==> src/rtl/rom_arbiter_if.sv <==
// Bundle of the fetch port, the data port and the ROM read port of rom_arbiter.
// The slave modport is the arbiter's view; master is the CPU/ROM side.
`timescale 1ns/1ps
interface rom_arbiter_if;
  logic        if_req;
  logic [31:0] if_addr;
  logic        if_gnt;
  logic        if_rvalid;
  logic [31:0] if_rdata;
  logic        if_err;

  logic        d_req;
  logic [31:0] d_addr;
  logic [1:0]  d_size;
  logic        d_unsigned;
  logic        d_gnt;
  logic        d_rvalid;
  logic [31:0] d_rdata;
  logic        d_err;

  logic [31:0] rom_addr;
  logic [31:0] rom_data;

  modport slave (
    input  if_req, if_addr, d_req, d_addr, d_size, d_unsigned, rom_data,
    output if_gnt, if_rvalid, if_rdata, if_err,
    output d_gnt, d_rvalid, d_rdata, d_err, rom_addr
  );

  modport master (
    output if_req, if_addr, d_req, d_addr, d_size, d_unsigned, rom_data,
    input  if_gnt, if_rvalid, if_rdata, if_err,
    input  d_gnt, d_rvalid, d_rdata, d_err, rom_addr
  );
endinterface

==> src/rtl/rom_arbiter.sv <==
// Shares one combinational ROM read port between instruction fetch and data reads.
// Data has priority; a saturating starve counter forces a fetch win after STARVE_LIMIT denials.
`timescale 1ns/1ps
module rom_arbiter #(
  parameter int unsigned ROM_SIZE     = 4194304,
  parameter int unsigned STARVE_LIMIT = 4
) (
  input  logic         clk,
  input  logic         rst_n,
  rom_arbiter_if.slave bus
);

  localparam int               CNT_W   = (STARVE_LIMIT < 1) ? 1 : $clog2(STARVE_LIMIT + 1);
  localparam logic [CNT_W-1:0] LIMIT   = CNT_W'(STARVE_LIMIT);
  localparam logic [32:0]      ROM_END = 33'(ROM_SIZE);

  // Range checks are done on 33 bits so an address near 0xFFFFFFFF cannot wrap into range.
  function automatic logic fetch_err(input logic [31:0] addr);
    logic [32:0] last;
    last = {1'b0, addr} + 33'd3;
    return (addr[1:0] != 2'b00) || (last >= ROM_END);
  endfunction

  function automatic logic data_err(input logic [31:0] addr, input logic [1:0] size);
    logic [32:0] last;
    logic        misal;
    last  = {1'b0, addr};
    misal = 1'b0;
    case (size)
      2'd0: begin
        last  = {1'b0, addr};
        misal = 1'b0;
      end
      2'd1: begin
        last  = {1'b0, addr} + 33'd1;
        misal = addr[0];
      end
      2'd2: begin
        last  = {1'b0, addr} + 33'd3;
        misal = |addr[1:0];
      end
      default: return 1'b1;
    endcase
    return misal || (last >= ROM_END);
  endfunction

  function automatic logic [31:0] extend(input logic [31:0] word, input logic [1:0] size,
                                         input logic uns);
    logic signed [7:0]  b;
    logic signed [15:0] h;
    logic signed [31:0] s;
    b = word[7:0];
    h = word[15:0];
    case (size)
      2'd0: begin
        s = b;
        return uns ? {24'd0, word[7:0]} : s;
      end
      2'd1: begin
        s = h;
        return uns ? {16'd0, word[15:0]} : s;
      end
      default: return word;
    endcase
  endfunction

  logic [CNT_W-1:0] starve_q, starve_d;
  logic             if_force, if_gnt, d_gnt;

  logic        if_rvalid_q, if_rvalid_d;
  logic [31:0] if_rdata_q,  if_rdata_d;
  logic        if_err_q,    if_err_d;
  logic        d_rvalid_q,  d_rvalid_d;
  logic [31:0] d_rdata_q,   d_rdata_d;
  logic        d_err_q,     d_err_d;

  always_comb begin
    if_force = bus.if_req && (starve_q == LIMIT);
    if_gnt   = bus.if_req && (!bus.d_req || if_force);
    d_gnt    = bus.d_req && !if_gnt;
  end

  always_comb begin
    starve_d = starve_q;
    if (!bus.if_req || if_gnt) begin
      starve_d = '0;
    end else if (starve_q != LIMIT) begin
      starve_d = starve_q + CNT_W'(1);
    end
  end

  // The ROM port follows the winner; rom_data therefore always belongs to the granted request.
  always_comb begin
    if (if_gnt) begin
      bus.rom_addr = bus.if_addr;
    end else if (d_gnt) begin
      bus.rom_addr = bus.d_addr;
    end else begin
      bus.rom_addr = 32'd0;
    end
  end

  always_comb begin
    if_rvalid_d = if_gnt;
    if_err_d    = fetch_err(bus.if_addr);
    if_rdata_d  = if_err_d ? 32'd0 : bus.rom_data;
    d_rvalid_d  = d_gnt;
    d_err_d     = data_err(bus.d_addr, bus.d_size);
    d_rdata_d   = d_err_d ? 32'd0 : extend(bus.rom_data, bus.d_size, bus.d_unsigned);
  end

  // Response stage: one registered response per grant, visible the cycle after.
  always_ff @(posedge clk or negedge rst_n) begin
    if (!rst_n) begin
      starve_q    <= '0;
      if_rvalid_q <= 1'b0;
      if_rdata_q  <= 32'd0;
      if_err_q    <= 1'b0;
      d_rvalid_q  <= 1'b0;
      d_rdata_q   <= 32'd0;
      d_err_q     <= 1'b0;
    end else begin
      starve_q    <= starve_d;
      if_rvalid_q <= if_rvalid_d;
      if_rdata_q  <= if_rdata_d;
      if_err_q    <= if_err_d;
      d_rvalid_q  <= d_rvalid_d;
      d_rdata_q   <= d_rdata_d;
      d_err_q     <= d_err_d;
    end
  end

  assign bus.if_gnt    = if_gnt;
  assign bus.d_gnt     = d_gnt;
  assign bus.if_rvalid = if_rvalid_q;
  assign bus.if_rdata  = if_rdata_q;
  assign bus.if_err    = if_err_q;
  assign bus.d_rvalid  = d_rvalid_q;
  assign bus.d_rdata   = d_rdata_q;
  assign bus.d_err     = d_err_q;

endmodule

==> src/flat_wrapper.sv <==
// flat-port wrapper written by rule: the top's interface ports become plain ports
module rom_arbiter_flat 
#(
  parameter int unsigned ROM_SIZE     = 4194304,
  parameter int unsigned STARVE_LIMIT = 4
)
  (clk, rst_n, bus_if_req, bus_if_addr, bus_d_req, bus_d_addr, bus_d_size, bus_d_unsigned, bus_rom_data, bus_if_gnt, bus_if_rvalid, bus_if_rdata, bus_if_err, bus_d_gnt, bus_d_rvalid, bus_d_rdata, bus_d_err, bus_rom_addr);
  rom_arbiter_if bus_i ();
  input  logic clk;
  input  logic rst_n;
  input wire logic [$bits(bus_i.if_req)-1:0] bus_if_req;
  input wire logic [$bits(bus_i.if_addr)-1:0] bus_if_addr;
  input wire logic [$bits(bus_i.d_req)-1:0] bus_d_req;
  input wire logic [$bits(bus_i.d_addr)-1:0] bus_d_addr;
  input wire logic [$bits(bus_i.d_size)-1:0] bus_d_size;
  input wire logic [$bits(bus_i.d_unsigned)-1:0] bus_d_unsigned;
  input wire logic [$bits(bus_i.rom_data)-1:0] bus_rom_data;
  output wire logic [$bits(bus_i.if_gnt)-1:0] bus_if_gnt;
  output wire logic [$bits(bus_i.if_rvalid)-1:0] bus_if_rvalid;
  output wire logic [$bits(bus_i.if_rdata)-1:0] bus_if_rdata;
  output wire logic [$bits(bus_i.if_err)-1:0] bus_if_err;
  output wire logic [$bits(bus_i.d_gnt)-1:0] bus_d_gnt;
  output wire logic [$bits(bus_i.d_rvalid)-1:0] bus_d_rvalid;
  output wire logic [$bits(bus_i.d_rdata)-1:0] bus_d_rdata;
  output wire logic [$bits(bus_i.d_err)-1:0] bus_d_err;
  output wire logic [$bits(bus_i.rom_addr)-1:0] bus_rom_addr;
  assign bus_i.if_req = bus_if_req;
  assign bus_i.if_addr = bus_if_addr;
  assign bus_i.d_req = bus_d_req;
  assign bus_i.d_addr = bus_d_addr;
  assign bus_i.d_size = bus_d_size;
  assign bus_i.d_unsigned = bus_d_unsigned;
  assign bus_i.rom_data = bus_rom_data;
  assign bus_if_gnt = bus_i.if_gnt;
  assign bus_if_rvalid = bus_i.if_rvalid;
  assign bus_if_rdata = bus_i.if_rdata;
  assign bus_if_err = bus_i.if_err;
  assign bus_d_gnt = bus_i.d_gnt;
  assign bus_d_rvalid = bus_i.d_rvalid;
  assign bus_d_rdata = bus_i.d_rdata;
  assign bus_d_err = bus_i.d_err;
  assign bus_rom_addr = bus_i.rom_addr;
  rom_arbiter #(.ROM_SIZE(ROM_SIZE), .STARVE_LIMIT(STARVE_LIMIT)) u_core (.clk(clk), .rst_n(rst_n), .bus(bus_i));
endmodule
==> config.mk <==
export PLATFORM = sky130hd
export DESIGN_NAME = rom_arbiter_flat
export DESIGN_NICKNAME = d
export VERILOG_FILES = /design/src/rtl/rom_arbiter_if.sv /design/src/rtl/rom_arbiter.sv /design/src/flat_wrapper.sv
export SDC_FILE = /design/constraint.sdc
export NUM_CORES = 1
export LEC_CHECK = 0
export ABC_AREA = 1
export BUFFER_PORTS_ARGS = -buffer_cell sky130_fd_sc_hd__buf_2
export CAP_MARGIN = 25
export CORE_MARGIN = 2
export CORE_UTILIZATION = 38
export CTS_BUF_LIST = sky130_fd_sc_hd__clkbuf_8 sky130_fd_sc_hd__clkbuf_16
export CTS_CLUSTER_SIZE = 24
export DETAILED_ROUTE_END_ITERATION = 6
export PLACE_DENSITY = 0.66
export SLEW_MARGIN = 25
export SYNTH_ARGS = -nofsm -noshare
export SYNTH_HDL_FRONTEND = slang
export SYNTH_SLANG_ARGS = --single-unit
export TNS_END_PERCENT = 30
==> constraint.sdc <==
create_clock -name clk -period 2.4 [get_ports clk]
set_input_delay 0 -clock clk [delete_from_list [all_inputs] [get_ports clk]]
set_output_delay 0 -clock clk [all_outputs]
set_load 0.02 [all_outputs]
==> Word-level counts from Yosys, hierarchy flattened <==
Index checks and enable logic that the tools add are counted.
{ "word_totals": {"ff_bits": 71, "inputBits": 103, "output_inout_bits": 102, "elab_cells": 44} }
{ "classes": {"n_lt_le_gt_ge": 2, "add_sub_neg": 4, "reduce_logical": 15, "eq_ne": 4, "n_mux": 12} }
{ "ops": {"columns": ["operator", "count"], "rows": [
  ["$mux 32", 6],
  ["$add 32x2->33 const B", 2],
  ["$ge 33x23->1 const B", 2],
  ["$pmux 33 s2", 1],
  ["$pmux 32 s2", 1],
  ["$add 32x1->33 const B", 1],
  ["$mux 3", 2],
  ["$logic_or 1x1->1", 4],
  ["$reduce_bool 2->1", 2],
  ["$add 3x1->3 const B", 1],
  ["$eq 3x3->1 const B", 1],
  ["$logic_and 1x1->1", 3],
  ["$logic_not 1->1", 3],
  ["$ne 3x3->1 const B", 1],
  ["$reduce_or 3->1", 1],
  ["$eq 2x1->1 const B", 1],
  ["$eq 2x2->1 const B", 1],
  ["$logic_not 2->1", 1],
  ["$pmux 1 s2", 1],
  ["$reduce_or 2->1", 1],
  ["$mux 1", 1]
]} }

==> Longest topological paths before layout <==
Gate-level depths: netlist (run 1).
{ "logic_depth": {"ltp_word": 8, "depth_mapped": 20, "mapped_depth_nobuf": 19} }

==> Worst setup path before layout (run 1) <==
No wires, ideal clock.
{ "synth_timing": {"kind": "register to output", "startpoint": "register u_core.starve_q[0]", "endpoint": "output port bus_rom_addr[23]", "path_buffers": 1, "setup_slack_ps": 590, "t_required_ps": 2400, "arrival_time_ps": 1810, "stages_incl_launch_ff": 10, "path_cell_list": "dfrtp_1 -> inv_1 -> ha_1 -> nand3_1 -> nand2_1 -> nand2_1 -> inv_1 -> clkbuf_1 -> nand2_1 -> o21ai_0"} }
{ "synth_between": {"elab_chain_cells": 8} }
{ "synth_rtl": {"columns": ["item", "line_no", "text"], "rows": [
  ["from (decl)", "rom_arbiter.sv:67", "logic [CNT_W-1:0] starve_q, starve_d;"],
  ["from (signal assigned)", "rom_arbiter.sv:123", "starve_q <= starve_d;"],
  ["$eq 3x3->1 (*)", "rom_arbiter.sv:78", "if_force = bus.if_req && (starve_q == LIMIT);"],
  ["$logic_and 1x1->1 (*)", "rom_arbiter.sv:78", null],
  ["$logic_or 1x1->1 (*)", "rom_arbiter.sv:79", "if_gnt = bus.if_req && (!bus.d_req || if_force);"],
  ["$logic_and 1x1->1 (*)", "rom_arbiter.sv:79", null],
  ["named net bus_if_gnt", "flat_wrapper.sv:18", "output wire logic [$bits(bus_i.if_gnt)-1:0] bus_if_gnt;"],
  ["$logic_not 1->1", "rom_arbiter.sv:80", "d_gnt = bus.d_req && !if_gnt;"],
  ["$logic_and 1x1->1", "rom_arbiter.sv:80", null],
  ["$mux 32", "rom_arbiter.sv:96", "end else if (d_gnt) begin"],
  ["$mux 32 (*)", "rom_arbiter.sv:94", "if (if_gnt) begin"],
  ["to (decl)", "flat_wrapper.sv:26", "output wire logic [$bits(bus_i.rom_addr)-1:0] bus_rom_addr;"]
]} }
Mark *: on every way through the listed nets, which the timed path passes. The rest lies on a longest branch.

==> Final worst setup path (run 1) <==
{ "layout_timing": {"startpoint": "register u_core.starve_q[0]", "endpoint": "output port bus_rom_addr[14]"} }
{ "layout_between": {"elab_chain_cells": 8} }
{ "layout_rtl": {"columns": ["item", "line_no"], "rows": [
  ["$eq 3x3->1 (*)", "rom_arbiter.sv:78"],
  ["$logic_and 1x1->1 (*)", "rom_arbiter.sv:78"],
  ["$logic_or 1x1->1 (*)", "rom_arbiter.sv:79"],
  ["$logic_and 1x1->1 (*)", "rom_arbiter.sv:79"],
  ["$logic_not 1->1", "rom_arbiter.sv:80"],
  ["$logic_and 1x1->1", "rom_arbiter.sv:80"],
  ["$mux 32", "rom_arbiter.sv:96"],
  ["$mux 32 (*)", "rom_arbiter.sv:94"]
]} }
Every way passes the cells marked *; elsewhere a longest branch is shown, timed or not.

==> tab_implementation.tex, run 1 <==
\begin{tabular}{lr}
\hline
Metric & Value \\
\hline
\multicolumn{2}{l}{\textbf{Outcome}} \\
Result of the run & finished clean \\
\multicolumn{2}{l}{\textbf{Timing}} \\
Setup repair after global routing missed its margin & no \\
Ratio of final minimum period to clock period & between 80\% and 90\% \\
Final setup vio count & 0 \\
Count of endpoints failing hold in the final timing report & 0 \\
Smallest hold slack & between 0.2 and 0.3 ns \\
Smallest setup slack after layout & between 0.3 and 0.4 ns \\
Final worst clock skew & 0.00428 ns \\
Count of final max-slew check failures & 0 \\
Slew at the pin with the worst max-slew slack & slightly below 0.7 ns \\
Worst slew margin relative to its limit & between 50\% and 60\% \\
F\_max & around 480 MHz \\
Total Neg Setup Slack & 0 ns \\
Minimum clock period & 2.10 ns \\
\multicolumn{2}{l}{\textbf{Job}} \\
Number of max-cap violations & 0 \\
\multicolumn{2}{l}{\textbf{Synth}} \\
Dominant combinational cell family by area after synthesis & simple AND/OR/NAND/NOR gates \\
Post-synth design cell area & approximately 4600 sq um \\
Number of distinct library cells after synthesis & 32 \\
Post-Syn Area per Cell & roughly 8 sq um \\
Number of warnings issued by yosys & 0 \\
Post-synthesis compound-gate area fraction & approximately 8\% \\
Number of flops mapped to enable cells by yosys & 0 \\
Arithmetic-cell share of the synthesized area counting full adders, half adders and majority gates & around 2.2\% \\
Sequential cell area fraction in the yosys report & approximately two fifths \\
Async set-reset flop share out of synthesis & 100\% \\
Xor and xnor area share after synthesis & 0.760\% \\
Syn\_nets & just over 700 \\
Register bit total from synthesis & 71 \\
Commonest register cell after synthesis & dfrtp\_1 \\
Number of instances in the synthesized netlist & 593 \\
Multiplexer share of the synthesized area & 0\% \\
Simple-gate share of the synthesized area & slightly below 40\% \\
\multicolumn{2}{l}{\textbf{Setup path}} \\
Number of buffer and inverter stages on the critical path & 3 \\
Cell with the largest stage delay on the worst path & inv\_1 \\
Cell breakdown of the critical path & inv\_1 -> ha\_1 -> nand3\_1 -> nand2\_1 -> inv\_1 -> a22o\_1 -> buf\_2 \\
Data arrival time at the worst-slack endpoint & 2.10 ns \\
FF-to-FF Start & u\_core.starve\_q[0] \\
Critical path peak fanout & 22 \\
Reg2reg end & u\_core.starve\_q[0] \\
Worst Setup Start Kind & flop \\
Setup CP Type & reg2out \\
Register-to-register setup slack & 0.65 ns \\
Type of destination of the critical path & output pin \\
Worst path most repeated cell & inv\_1 \\
Critical path data required time & approximately 2.4 ns \\
Worst R2R Path Depth & 7 \\
Delay of the slowest cell on the worst path & between 0.5 and 0.6 ns \\
Category of cells accounting for the largest share of critical-path delay & buffers and inverters \\
\multicolumn{2}{l}{\textbf{Floorplanning}} \\
Die width & approximately 110 microns \\
IO Count & between 200 and 250 \\
Die outline height & approximately 110 microns \\
Core ar. & $\sim$12,000 sq um \\
Area of the die & about 13,000 sq um \\
Starting density of the core & just under 40\% \\
FP Rows & 40 \\
\multicolumn{2}{l}{\textbf{Clocking}} \\
Cell at the root of the clock tree & clkbuf\_16 \\
Clock latency at the later pin of the worst-skew pair & about 0.32 ns \\
Post-CTS setup buffer count & 0 \\
Clock H-tree levels & 3 \\
TritonCTS clock tree & yes \\
CTS sink cnt & a little over 70 \\
CTS max path bufs & 2 \\
Clock-pin slew on the worst setup and hold paths & about 0.060 ns \\
Number of clock buffers inserted by TritonCTS & 9 \\
\multicolumn{2}{l}{\textbf{GRT}} \\
First-pass GRT wire length & roughly 23,000 microns \\
Number of global-route vias before repair & about 4.7k \\
Most used routing layer & met2 \\
Maximum number of pins on one net before global-route repair & 43 \\
Global Route Usage Sum & between 20\% and 30\% \\
Routing usage on met2 & approximately two fifths \\
Initial antenna violation count & 0 \\
GR met3 Demand/Resource & under 10\% \\
Met1 Resource Use GR & 27.4\% \\
Total global routing overflow & 0 \\
\multicolumn{2}{l}{\textbf{Layout}} \\
Area added between synthesis and finish & 40.1\% \\
Diode count & 0 \\
Final core area utilization & 54.2\% \\
Number of filler instances in the final layout & about 1.1k \\
Highest-count cells in the layout ignoring fill and taps & 204 x buf\_2, 125 x nand2\_1, 98 x inv\_1 \\
Fraction of final layout cells with drive strength greater than 1 & 39.1\% \\
Most common library cell in the layout ignoring fill and taps & buf\_2 \\
NumNets Final & roughly 950 \\
\multicolumn{2}{l}{\textbf{Route}} \\
DRC viols & 0 \\
Iteration-0 DRC Markers & about 280 \\
Number of nets with antenna violations after routing & 0 \\
First-pass detailed-route iteration total & 5 \\
Number of vias after detailed routing & $\sim$4.7k \\
Post-DR vias/cell & roughly 4.8 \\
Routed WL per cell & 14.5 microns \\
Final wirelength & approximately 14,000 microns \\
\multicolumn{2}{l}{\textbf{Placed design}} \\
DP Wirelength & approximately 11,000 microns \\
Number of buffers added on ports & just over 200 \\
Minimum setup slack after placement & $\sim$0.21 ns \\
Gp weighted congestion & approximately 0.96 \\
\multicolumn{2}{l}{\textbf{Power}} \\
Leakage dissipation & roughly 0.0035 uW \\
Peak supply drop & between 0.2 and 0.3 mV \\
PD cells & slightly above 500 nW/um\^{}2 \\
\multicolumn{2}{l}{\textbf{Worst hold path}} \\
Worst Hold Class & in2async \\
\hline
\end{tabular}
Yosys cell counts, types with 2 or more instances:
cell        n  area (sq um)
ha_1        8           100
a21oi_1     2          10.0
buf_6       3          33.8
nand3_1    27           135
a22o_1     13           114
and2_1      2          12.5
dfrtp_1    71          1780
nor3_2      6          60.1
inv_1      97           364
nand2_4     3          33.8
nand3_2     3          30.0
nor2_4     35           394
buf_12      3          60.1
nand2_1   125           469
clkbuf_1    8          30.0
nand2_2     8          50.1
nand4_1    13          81.3
nor3_1      9          45.0
o22ai_1    11          68.8
o21ai_0    32           160
inv_2       4          15.0
nor2_1     57           214
nor2_2     42           263
xor2_1      3          26.3
worst max path at each step:
stage,from,endpoint,slack [ns],cells after the start
2_1_floorplan,u_core.starve_q[0],bus_rom_addr[23],0.59,9
3_3_place_gp,bus_d_size[0],u_core.bus.d_rdata[1],0.27,13
3_5_place_dp,bus_d_size[0],u_core.bus.d_rdata[1],0.21,18
4_1_cts,u_core.starve_q[0],bus_rom_addr[14],0.30,7
5_1_grt,u_core.starve_q[0],bus_rom_addr[20],0.08,8
6_report,u_core.starve_q[0],bus_rom_addr[14],0.30,7
state kept, by name, summed over array words and instances, names as in the netlist:
register and cells:
u_core.bus.if_rdata 32, u_core.bus.d_err 1, u_core.bus.d_rdata 32, u_core.bus.if_err 1, u_core.bus.d_rvalid 1, u_core.starve_q 3, u_core.bus.if_rvalid 1
layout make-up:
class | instances | area (sq um) | area share [%]
Clock buffer | 11 | 253 | 3.91
Clock inverter | 5 | 80.1 | 1.24
Tap cell | 147 | 184 | 2.85
Sequential cell | 71 | 1780 | 27.5
Timing Repair Buffer | 244 | 1460 | 22.6
Multi-Input combinational cell | 406 | 2320 | 36.0
Inverter | 102 | 383 | 5.93
what timing repair did:
action,4_1_cts,5_1_grt
hold buffers,34,0
gates resized for setup,0,0
endpoints found under the hold margin,72,0
through the flow:
stage,cells,total power [uW],area (sq um)
after floorplan,593,1530,4610
after global placement,936,1770,5780
after detailed placement,936,1770,5780
after CTS,986,3280,6460
after global routing,986,3400,6460
final,986,3250,6460
power by group:
part           total [uW]  internal, uW  leakage, uW  switching [uW]
combinational         594           217      0.00240             377
clock                1450           966     0.000164             487
sequential           1200          1200     0.000977            1.59
kinds of logic after synthesis:
family,Yosys count
adders and majority gates,8
DFF,71
buffers and inverters,116
and+or+nand+nor,334
AOI/OAI and AO/OA,60
xor gates and xnor gates,4
layer usage:
| layer | wire, microns | share of wire, % |
|---|---|---|
| met2 | 6840 | 48 |
| met1 | 6090 | 43 |
| met3 | 1020 | 7.1 |
| met5 | 0 | 0 |
| met4 | 327 | 2.3 |
Note: power is estimated with default switching activity, not from simulation.
==> run 2, diff against run 1 <==
Clock period 2.4 ns to 2.48 ns, I/O delays scaled along.
==> tab_implementation.tex, run 2 (synthesized netlist as in run 1, its figures left out) <==
\begin{tabular}{lr}
\hline
Metric & Value \\
\hline
\multicolumn{2}{l}{\textbf{Floorplanning}} \\
Die outline height & 114 microns (unchanged) \\
Die width & 114 microns (unchanged) \\
FP Rows & 40 (unchanged) \\
Area of the die & 13,000 sq um (unchanged) \\
Core ar. & 11,900 sq um (unchanged) \\
Starting density of the core & 38.7\% (unchanged) \\
IO Count & 205 (unchanged) \\
\multicolumn{2}{l}{\textbf{Worst hold path}} \\
Worst Hold Class & in2async \\
\multicolumn{2}{l}{\textbf{Power}} \\
Relative contribution of combinational cells to total power & 19.1\% (+0.8 points) \\
Leakage dissipation & 0.00353 uW (-0.24\%) \\
Switching Power & 827 uW (-4.5\%) \\
Part of the power in the clock network & 42.1\% (-2.6 points) \\
PD cells & 467 nW/um\^{}2 (-7.2\%) \\
Peak supply drop & 0.272 mV (-0.29\%) \\
Internal power & 2170 uW (-8.8\%) \\
Sequential share of power & 38.8\% (+1.8 points) \\
Switching portion of total power & 27.6\% (+0.93 points) \\
\multicolumn{2}{l}{\textbf{Timing}} \\
Count of endpoints failing hold in the final timing report & 0 (unchanged) \\
Setup repair after global routing missed its margin & no \\
Worst slew margin relative to its limit & 66.0\% (+12 points) \\
Final worst clock skew & 0.000412 ns (-0.00386 ns) \\
Slew at the pin with the worst max-slew slack & 0.509 ns (-0.186 ns) \\
Count of final max-slew check failures & 0 (unchanged) \\
Minimum clock period & 2.00 ns \\
Final setup vio count & 0 (unchanged) \\
Ratio of final minimum period to clock period & between 80 and 90\% \\
Total Neg Setup Slack & 0 ns (unchanged) \\
F\_max & about 500 MHz \\
\multicolumn{2}{l}{\textbf{Clocking}} \\
TritonCTS clock tree & yes \\
CTS max path bufs & 2 (unchanged) \\
Clock H-tree levels & 3 (unchanged) \\
Number of clock buffers inserted by TritonCTS & 9 (unchanged) \\
Clock-pin slew on the worst setup and hold paths & 0.06 ns (about the same) \\
Post-CTS setup buffer count & 0 (unchanged) \\
CTS sink cnt & 71 (unchanged) \\
Clock latency at the later pin of the worst-skew pair & 0.33 ns (about the same) \\
Cell at the root of the clock tree & clkbuf\_16 \\
\multicolumn{2}{l}{\textbf{Outcome}} \\
Result of the run & finished clean \\
\multicolumn{2}{l}{\textbf{Setup path}} \\
Setup CP Type & reg2out \\
Reg2reg end & u\_core.starve\_q[1] \\
Critical path peak fanout & 14 (-36\%) \\
Worst Setup Start Kind & flop \\
Data arrival time at the worst-slack endpoint & 2.00 ns (-0.10 ns) \\
FF-to-FF Start & u\_core.starve\_q[0] \\
Type of destination of the critical path & output pin \\
Worst R2R Path Depth & 8 (+1) \\
Register-to-register setup slack & 0.89 ns (+0.24 ns) \\
Critical path data required time & 2.48 ns (+0.08 ns) \\
\multicolumn{2}{l}{\textbf{Layout}} \\
Diode count & 0 (unchanged) \\
Area added between synthesis and finish & 39.5\% \\
Highest-count cells in the layout ignoring fill and taps & 204 x buf\_2, 125 x nand2\_1, 98 x inv\_1 \\
Fraction of final layout cells with drive strength greater than 1 & 39.2\% (+0.14 points) \\
Most common library cell in the layout ignoring fill and taps & buf\_2 \\
Final core area utilization & 53.9\% (-0.26 points) \\
Number of filler instances in the final layout & 1,112 (-2.0\%) \\
NumNets Final & 947 (+0.21\%) \\
\multicolumn{2}{l}{\textbf{Route}} \\
Post-DR vias/cell & 4.73 (-1.0\%) \\
Number of vias after detailed routing & 4,670 (-0.81\%) \\
DRC viols & 0 (unchanged) \\
Routed WL per cell & 14.0 microns (-3.0\%) \\
Iteration-0 DRC Markers & 228 (-18\%) \\
Final wirelength & 13,900 microns (-2.8\%) \\
Number of nets with antenna violations after routing & 0 (unchanged) \\
First-pass detailed-route iteration total & 5 (unchanged) \\
\multicolumn{2}{l}{\textbf{Placed design}} \\
Gp weighted congestion & 0.970 (+1.3\%) \\
DP Wirelength & 10,900 microns (-0.48\%) \\
Number of buffers added on ports & 204 (unchanged) \\
\multicolumn{2}{l}{\textbf{GRT}} \\
Initial antenna violation count & 0 (unchanged) \\
Global Route Usage Sum & 21.9\% (-0.18 points) \\
First-pass GRT wire length & 22,500 microns (-0.70\%) \\
Total global routing overflow & 0 (unchanged) \\
Number of global-route vias before repair & 4,635 (-0.96\%) \\
Maximum number of pins on one net before global-route repair & 39 (-9.3\%) \\
\multicolumn{2}{l}{\textbf{Job}} \\
Number of max-cap violations & 0 (unchanged) \\
\hline
\end{tabular}
## run 2: cell types whose count changed in the layout (fill, tap and decap cells not counted)
cell / delta
buf_12: -1
buf_4: +3
bufinv_16: -1
clkbuf_8: -1
clkinv_2: +2
## run 2: critical path, stage by stage, from the launching register on
cell and delay [ns]:
dfrtp_1 0.37, inv_1 0.05, ha_1 0.19, nand3_1 0.10
nand2_1 0.12, inv_1 0.24, buf_4 0.25, nand2_1 0.07
o21ai_0 0.08, buf_2 0.20
## run 2: stage by stage
step	area, sq um	total power [uW]	cells	worst slack [ns]	hold slack, ns
after floorplan	4610	1480	593	0.670	-0.296
after CTS	6430	3030	988	0.470	0.0705
after global routing	6430	3130	988	0.250	0.0929
final	6430	3000	988	0.477	0.0763
after detailed placement	5790	1710	938	0.349	-0.119
after global placement	5790	1710	938	0.412	-0.118
## run 2: worst max-delay path by stage
stage                             from               endpoint  slack (ns)  depth (start not counted)
floorplan           u_core.starve_q[0]       bus_rom_addr[23]        0.67                          9
CTS                 u_core.starve_q[0]       bus_rom_addr[18]        0.47                          8
detailed placement       bus_d_size[0]  u_core.bus.d_rdata[1]        0.35                         21
finish              u_core.starve_q[0]        bus_rom_addr[0]        0.48                          9
global placement         bus_d_size[0]  u_core.bus.d_rdata[1]        0.41                         21
global route        u_core.starve_q[0]       bus_rom_addr[23]        0.25                          9
## run 2: power by group through the flow
stage | Combinational [uW] | Sequential, uW | Clock, uW
floorplan | 290 | 1190 | 0
global placement | 529 | 1180 | 0
detailed placement | 528 | 1180 | 0
CTS | 573 | 1160 | 1290
global route | 631 | 1160 | 1340
finish | 572 | 1160 | 1260
## run 2: timing repair
action,4_1_cts,5_1_grt
hold buffers,34,0
endpoints found under the hold margin,115,0
resized for setup,0,0
## run 2: cell type report
cell class | count | area, sq um | area share, %
Clock inverter | 6 | 60.1 | 0.935
Tap cell | 147 | 184 | 2.86
Clock buffer | 10 | 239 | 3.72
Timing Repair Buffer | 246 | 1460 | 22.7
Multi-Input combinational cell | 406 | 2320 | 36.2
Sequential cell | 71 | 1780 | 27.6
Inverter | 102 | 383 | 5.96
## run 2: layer usage
layer,share of wire (%),track usage (%),up-vias
met1,43,27.5,2119
met3,7.3,3.81,21
met4,2.0,7.15,0
met2,48,38.1,203
li1,-,-,2327
met5,0,0,-
==> run 3, diff against run 2 <==
Settings changed: PLACE_DENSITY 0.66 to 0.68.
Clock period 2.48 ns to 1.7 ns, I/O delays scaled along.
==> tab_implementation.tex, run 3 (synthesized netlist as in run 1, its figures left out) <==
\begin{tabular}{lr}
\hline
Metric & Value \\
\hline
\multicolumn{2}{l}{\textbf{Outcome}} \\
Result of the run & complete, but fails checks \\
Violated checks & setup timing \\
\multicolumn{2}{l}{\textbf{Floorplanning}} \\
Die width & 114 microns (unchanged) \\
Die outline height & 114 microns (unchanged) \\
IO Count & 205 (unchanged) \\
FP Rows & 40 (unchanged) \\
Core ar. & 11,900 sq um (unchanged) \\
Starting density of the core & 38.7\% (unchanged) \\
Area of the die & 13,000 sq um (unchanged) \\
\multicolumn{2}{l}{\textbf{Power}} \\
Internal power & 3410 uW (+57\%) \\
Switching Power & 1270 uW (+54\%) \\
Switching portion of total power & 27.1\% (-0.42 points) \\
PD cells & 653 nW/um\^{}2 (+40\%) \\
Sequential share of power & 36.3\% (-2.5 points) \\
Part of the power in the clock network & 41.7\% (-0.4 points) \\
Peak supply drop & 0.546 mV (+100\%) \\
Relative contribution of combinational cells to total power & 22.1\% (+3.0 points) \\
Leakage dissipation & 0.00382 uW (+8.1\%) \\
\multicolumn{2}{l}{\textbf{Setup path}} \\
Critical path peak fanout & 17 (+3) \\
Setup CP Type & reg2out \\
Critical path data required time & 1.70 ns (-0.78 ns) \\
Type of destination of the critical path & output pin \\
Critical Path Source & u\_core.starve\_q[0] \\
FF-to-FF Start & u\_core.starve\_q[0] \\
Worst Setup Start Kind & flop \\
Data arrival time at the worst-slack endpoint & 1.72 ns (-0.28 ns) \\
\multicolumn{2}{l}{\textbf{Timing}} \\
Count of final max-slew check failures & 0 (unchanged) \\
Final worst clock skew & 0.000283 ns (-0.000129 ns) \\
Smallest setup slack after layout & -0.0157 ns (-0.493 ns) \\
Worst slew margin relative to its limit & 71.3\% (+5.3 points) \\
Setup repair after global routing missed its margin & yes \\
Minimum clock period & about 1.7 ns \\
Slew at the pin with the worst max-slew slack & 0.427 ns (-0.0825 ns) \\
F\_max & 583 MHz \\
Count of endpoints failing hold in the final timing report & 0 (unchanged) \\
Ratio of final minimum period to clock period & 101\% \\
Smallest hold slack & 0.105 ns (+0.0291 ns) \\
Final setup vio count & 7 (+7) \\
\multicolumn{2}{l}{\textbf{Layout}} \\
Area added between synthesis and finish & 55.7\% \\
Highest-count cells in the layout ignoring fill and taps & 174 x buf\_2, 119 x nand2\_1, 94 x inv\_1 \\
Fraction of final layout cells with drive strength greater than 1 & 45.2\% (+6.0 points) \\
Most common library cell in the layout ignoring fill and taps & buf\_2 \\
NumNets Final & 975 (+3.0\%) \\
Diode count & 0 (unchanged) \\
Cell area after layout & 7180 sq um (+12\%) \\
Number of filler instances in the final layout & 1,010 (-9.2\%) \\
\multicolumn{2}{l}{\textbf{GRT}} \\
Initial antenna violation count & 0 (unchanged) \\
Global Route Usage Sum & 22.2\% (+0.37 points) \\
Maximum number of pins on one net before global-route repair & 72 (+85\%) \\
Number of global-route vias before repair & 4,775 (+3.0\%) \\
Total global routing overflow & 0 (unchanged) \\
First-pass GRT wire length & 22,900 microns (+1.5\%) \\
\multicolumn{2}{l}{\textbf{Clocking}} \\
Clock H-tree levels & 3 (unchanged) \\
Clock latency at the later pin of the worst-skew pair & 0.32 ns (about the same) \\
Cell at the root of the clock tree & clkbuf\_16 \\
Clock-pin slew on the worst setup and hold paths & 0.05 ns (about the same) \\
Number of clock buffers inserted by TritonCTS & 9 (unchanged) \\
CTS max path bufs & 2 (unchanged) \\
TritonCTS clock tree & yes \\
CTS sink cnt & 71 (unchanged) \\
\multicolumn{2}{l}{\textbf{Route}} \\
Routed WL per cell & 14.9 microns (+6.1\%) \\
Number of nets with antenna violations after routing & 0 (unchanged) \\
DRC viols & 0 (unchanged) \\
First-pass detailed-route iteration total & 4 (-1) \\
Post-DR vias/cell & 4.84 (+2.3\%) \\
Final wirelength & 15,100 microns (+9.1\%) \\
Iteration-0 DRC Markers & 275 (+21\%) \\
Number of vias after detailed routing & 4,914 (+5.2\%) \\
\multicolumn{2}{l}{\textbf{Placed design}} \\
Gp weighted congestion & 0.898 (-7.5\%) \\
Number of buffers added on ports & 204 (unchanged) \\
Placed instance area & 6000 sq um (+3.6\%) \\
DP Wirelength & 11,000 microns (+0.20\%) \\
\multicolumn{2}{l}{\textbf{Job}} \\
Number of max-cap violations & 0 (unchanged) \\
\multicolumn{2}{l}{\textbf{Worst hold path}} \\
Worst Hold Class & in2reg \\
Beginning of the worst hold path & bus\_d\_req \\
\hline
\end{tabular}
==> run 3: cell count changes in the layout (fill, tap and decap cells not counted), sizes merged <==
| cell | previous run | this run |
|---|---|---|
| buf | 212 | 236 |
| clkbuf | 10 | 13 |
| bufinv | 1 | 2 |
| clkinv | 3 | 2 |
| inv | 103 | 104 |
==> run 3: cell type report <==
class	count	area, sq um	share of cell area (%)
multi-input cells	406	2540	35.4
flip-flops and latches	71	1780	24.8
repair buffers	274	1970	27.4
well taps	147	184	2.56
inverters	102	395	5.51
clock inverters	7	88.8	1.24
clock buffers	9	225	3.14
==> run 3: power by group through the flow <==
stage	logic, uW	clock network, uW	registers [uW]
floorplan	426	0	1730
global placement	819	0	1730
detailed placement	818	0	1730
CTS	899	1980	1700
global route	1120	2050	1700
finish	1030	1950	1700
==> run 3: worst max-delay path, stage by stage (launching register included) <==
cell and delay, ns:
dfrtp_1 0.38, inv_1 0.06, ha_2 0.18, nand3_4 0.08
nand2_4 0.10, nand2_4 0.07, buf_8 0.17, o22ai_1 0.15
buf_4 0.17
==> run 3: path summary, 6_finish.rpt <==
path                                                 to  slack [ns]  cells after the start
worst max-delay path                   bus_rom_addr[21]       -0.02                      8
worst min-delay path                u_core.bus.d_rvalid        0.11                      4
worst max register to register       u_core.starve_q[2]        0.44                      8
worst min register to register       u_core.starve_q[0]        0.54                      2
max in group asynchronous       u_core.bus.if_rdata[10]        1.16                      3
min in group asynchronous       u_core.bus.if_rdata[25]        0.26                      3
==> run 3: metal layers <==
layer  vias up  global-route usage, %  wire length (microns)
li1       2387                      -                      -
met1      2284                   26.3                   6060
met2       215                   40.6                   7640
met3        28                   3.81                   1040
met4         0                   7.48                    391
met5         -                      0                      0
==> run 3: stage by stage <==
stage | std cells | utilization (%) | setup TNS, ns | setup WS (ns) | total power [uW]
6_report | 1016 | 60.2 | -0.0396 | -0.0157 | 4680
5_1_grt | 1016 | 60.2 | -2.06 | -0.0958 | 4870
4_1_cts | 1009 | 56.3 | -0.113 | -0.0359 | 4580
3_5_place_dp | 957 | 50.3 | -8.07 | -0.283 | 2550
3_3_place_gp | 957 | 50.3 | -6.20 | -0.217 | 2550
2_1_floorplan | 593 | - | 0 | 0.0158 | 2160
==> run 3: repair_timing <==
| action | CTS | global route |
|---|---|---|
| hold buffers | 34 | 0 |
| hold endpoints to repair | 114 | 0 |
| gates resized for setup | 10 | 105 |
| buffers inserted | 2 | 2 |
| setup endpoints to repair | 33 | 65 |
| gates cloned | 0 | 5 |
| pin swaps | 0 | 26 |
